`config.mk`:
```
export PLATFORM = sky130hd
export DESIGN_NAME = mips_cpu_regs
export DESIGN_NICKNAME = d
export VERILOG_FILES = /design/src/rtl/mips_cpu_regs.sv
export SDC_FILE = /design/constraint.sdc
export NUM_CORES = 2
export LEC_CHECK = 0
export BUFFER_PORTS_ARGS = -buffer_cell sky130_fd_sc_hd__buf_2
export CELL_PAD_IN_SITES_DETAIL_PLACEMENT = 1
export CELL_PAD_IN_SITES_GLOBAL_PLACEMENT = 1
export CORE_MARGIN = 3
export CORE_UTILIZATION = 55
export CTS_CLUSTER_DIAMETER = 100
export DETAILED_ROUTE_END_ITERATION = 8
export PLACE_DENSITY = 0.81
export SYNTH_ARGS = -nofsm -noshare
export SYNTH_HDL_FRONTEND = slang
export SYNTH_SLANG_ARGS = --single-unit
export TNS_END_PERCENT = 100
```
`constraint.sdc`:
```
create_clock -name clk -period 52.7 [get_ports clk]
set_input_delay 10.54 -clock clk [delete_from_list [all_inputs] [get_ports clk]]
set_output_delay 10.54 -clock clk [all_outputs]
set_load 0.005 [all_outputs]
```
`src/rtl/mips_cpu_regs.sv`:
```
// mips_cpu_regs: 32 x 32-bit MIPS register file, r0 hardwired to zero.
// Two combinational read ports, one synchronous write port, $v0 mirror.
//
// Ports:
//   clk          write clock (rising edge)
//   reset        asynchronous active-high clear of all registers
//   read_reg_1/2 read indices; read_data_1/2 return contents same cycle
//   write_reg    write index; write_data written when write_en is high
//   register_v0  continuous view of register V0_INDEX ($v0)
//
// Option: define REGS_BYPASS_EN for write-first forwarding to the
// read ports and register_v0.
module mips_cpu_regs #(
  parameter int DATA_WIDTH = 32,
  parameter int ADDR_WIDTH = 5,
  parameter int V0_INDEX   = 2
) (
  input  logic                  clk,
  input  logic                  reset,
  input  logic [ADDR_WIDTH-1:0] read_reg_1,
  input  logic [ADDR_WIDTH-1:0] read_reg_2,
  input  logic [ADDR_WIDTH-1:0] write_reg,
  input  logic [DATA_WIDTH-1:0] write_data,
  input  logic                  write_en,
  output logic [DATA_WIDTH-1:0] read_data_1,
  output logic [DATA_WIDTH-1:0] read_data_2,
  output logic [DATA_WIDTH-1:0] register_v0
);

  localparam int NREGS = 2 ** ADDR_WIDTH;
  localparam logic [ADDR_WIDTH-1:0] V0_ADDR = ADDR_WIDTH'(V0_INDEX);

  logic [DATA_WIDTH-1:0] regs [NREGS];

  // r0 is never written, so it holds its reset value of zero.
  always_ff @(posedge clk or posedge reset) begin
    if (reset) begin
      for (int i = 0; i < NREGS; i++) begin
        regs[i] <= '0;
      end
    end else if (write_en && (write_reg != '0)) begin
      regs[write_reg] <= write_data;
    end
  end

`ifdef REGS_BYPASS_EN
  logic wr_hit;

  always_comb begin
    wr_hit = write_en && !reset && (write_reg != '0);
    read_data_1 = regs[read_reg_1];
    read_data_2 = regs[read_reg_2];
    register_v0 = regs[V0_ADDR];
    if (wr_hit && (write_reg == read_reg_1)) begin
      read_data_1 = write_data;
    end
    if (wr_hit && (write_reg == read_reg_2)) begin
      read_data_2 = write_data;
    end
    if (wr_hit && (write_reg == V0_ADDR)) begin
      register_v0 = write_data;
    end
  end
`else
  always_comb begin
    read_data_1 = regs[read_reg_1];
    read_data_2 = regs[read_reg_2];
    register_v0 = regs[V0_ADDR];
  end
`endif

endmodule

```
==> flow_metrics.tcl <==
set metrics [dict create \
    dr_total_vias 40750 \
    htreeDepth 3 \
    path_delay_family "buffers and inverters" \
    cts-root-buf "clkbuf_16" \
    first_iter_violations 3839 \
    cts_tree "done" \
    grt_pass1_vias 43563 \
    ys_types 29 \
    p_seq_share_pct 44.5 \
    instances_no_fill 5933 \
    antenna_left 0 \
    core_sq_um 100700 \
    fin_nets 4515 \
    wirelength_um 195200 \
    critPathBufInv 5 \
    path_cells "buf_8 -> buf_4 -> buf_4 -> buf_4 -> mux2i_1 -> a22oi_1 -> a31oi_1 -> nand3_1 -> buf_2" \
    p_int_mw 1.687 \
    yosys.area.top_type "dfrtp_1" \
    status "finished clean" \
    critPathRequiredTime_ps 42160 \
    pwr-share-clk_pct 36.2 \
    die_h_um 325.6 \
    ctsHoldBuffers 0 \
    viasPerCell 6.868 \
    p_total_mw 2.391 \
    p_leak_nw 28.86 \
    max_stage_delay_ps 910 \
    netlist.area_leader.share_pct 45.61 \
    postLayoutCoreUtil_pct 60.33 \
    netlist_area_sq_um 56180 \
    maxClockFrequency_mhz 38.85 \
    stdcell_area_sq_um 60760 \
    synth_common_cells "dfrtp_1 (1024), mux2i_1 (1024), mux2_2 (954)" \
    grt_use_total_pct 36.05 \
    swShare_pct 29.44 \
    critical_path_peak_fanout 88 \
    dr.pass1.iters 5 \
    worst_setup_path_end_kind "output port" \
    ys_seq_elements 1024 \
    ir_worst_vdd_v 0.00003346 \
    clkLatencyLatePin_ps 700 \
    dp_hpwl_um 106700 \
    numCtsBuffers 111 \
    worst-endpoint-arrival_ps 15200 \
    cts_sinks 1024 \
    worst_slew_pin_slew_ps 1254 \
    crit_top_cell "buf_4" \
    grt_setup_unrepaired "false" \
    initial_core_util_pct 55.77 \
    antenna_found_initial 14 \
    period_share_pct 48.84 \
    async_reset_ff_share_pct 100.0 \
    ys_seq_area_share_pct 45.61 \
    drive_gt1_share_pct 31.24 \
    cts_setup_buffers 0 \
    startpoint_type "input port" \
    port_buffers 145 \
    grt_first_pass_wirelength_um 289500 \
    p_comb_share_pct 19.2 \
    synth_edf_count 0 \
    hold_viol 0 \
    final.setup.tns_ps 0 \
    p_switching_mw 0.7040 \
    syn_inst 4634 \
    dpl_cell_area_sq_um 56680 \
    die_width_um 325.6 \
    fillCellCount 9981 \
    grt_remaining_overflow 0 \
    pin_count 146 \
    routedWlPerCell_um 32.91 \
    syn_nets 4684 \
    fin_crit_ps 25740 \
    grt_max_degree 164 \
    timing.hold.ws_ps 402.4 \
    synthTopCellsByArea "dfrtp_1 (46%), mux2_2 (19%), mux2i_1 (18%)" \
    die_area_sq_um 106000 \
    fin_skew_ps 0 \
    fin_ws_ps 26960 \
    place_congestion 0.7979 \
    crit_slowest_cell "buf_4" \
    power_density_nw_per_um2 39.35 \
    place_ws_ps 27120 \
    drc 0 \
    slew_headroom_pct 16.19 \
    yosys_warnings 0 \
    drv_slew 0 \
    areaGrowthSynthToFinish_pct 8.160 \
    crit_type "input port to output port" \
    dp.cells 5709 \
    path_clk_slew_ps 60 \
    max_cap_violations 0 \
    synth_top_flop_cell "dfrtp_1" \
    num_rows 116 \
    ctsResizeCount 0 \
    syn_avg_cell_area_sq_um 12.12 \
    setup_viol 0 \
    worstHoldPathType "flip-flop to flip-flop" \
    clk_path_buf_depth 3 \
]
## worst paths after layout
check	cells past startpoint	startpoint	end	slack, ps
max	9	read_reg_2[1]	read_data_2[20]	26960
min	0	regs[994]	regs[994]	400
max reg2reg	1	register_v0[29]	register_v0[29]	51730
min reg2reg	0	regs[994]	regs[994]	400
max in group asynchronous	4	reset	regs[479]	40190
min in group asynchronous	2	reset	regs[101]	10010
## cells in the final DEF (no fill, tap or decap), drive strengths merged
master,Yosys,routed
a22oi,192,192
nor3b,4,4
and2,2,2
mux2,992,992
clkinv,0,25
clkinvlp,0,9
mux2i,1024,1024
or3b,1,1
dfrtp,1024,1024
nor2,19,19
inv,1,4
a31oi,64,64
and3,1,1
nand2b,4,4
nand3,194,194
nand3b,4,4
nor3,65,65
bufinv,0,18
a22o,128,128
a21oi,192,192
buf,276,223
clkbuf,229,157
nor2b,4,4
diode,0,12
nand2,210,210
and3b,1,1
or2,3,3
## per-layer routing
metal  vias to the layer above  routed length, um  track usage [%]
met5                         -                 33                0
met3                       569              14770            7.333
met2                      1751              89690            56.48
met4                         6              10600            18.71
li1                      16687                  -                -
met1                     21737              80140            47.53
## cell type report
type	instances	area, sq um	share of cell area (%)
clock buffer	157	3296	5.424
timing repair buffer	223	1431	2.356
antenna	12	30.03	0.04942
sequential	1024	25620	42.17
clock inverter	55	763.2	1.256
inverter	1	11.26	0.01853
tap	1357	1698	2.794
multi-input combinational	3104	27910	45.93
## power groups by stage
stage / Sequential (mW) / Clock [mW] / Combinational, mW
finish: 1.06 / 0.866 / 0.460
global route: 1.08 / 0.906 / 0.497
CTS: 1.06 / 0.873 / 0.457
detailed placement: 1.07 / 0 / 0.448
global placement: 1.05 / 0 / 0.428
floorplan: 1.03 / 0 / 0.346
## sequential cells by signal (all words and copies together), names as in the netlist
register / count
regs: 992
register_v0: 32
## cell families after synthesis
logic type	share of synthesized area (%)
buffers and inverters	4.900
AO/OA/AOI/OAI	6.984
AND/OR/NAND/NOR	4.376
multiplexers	38.13
flip-flops	45.61
Power figures use the tool's default switching activity.
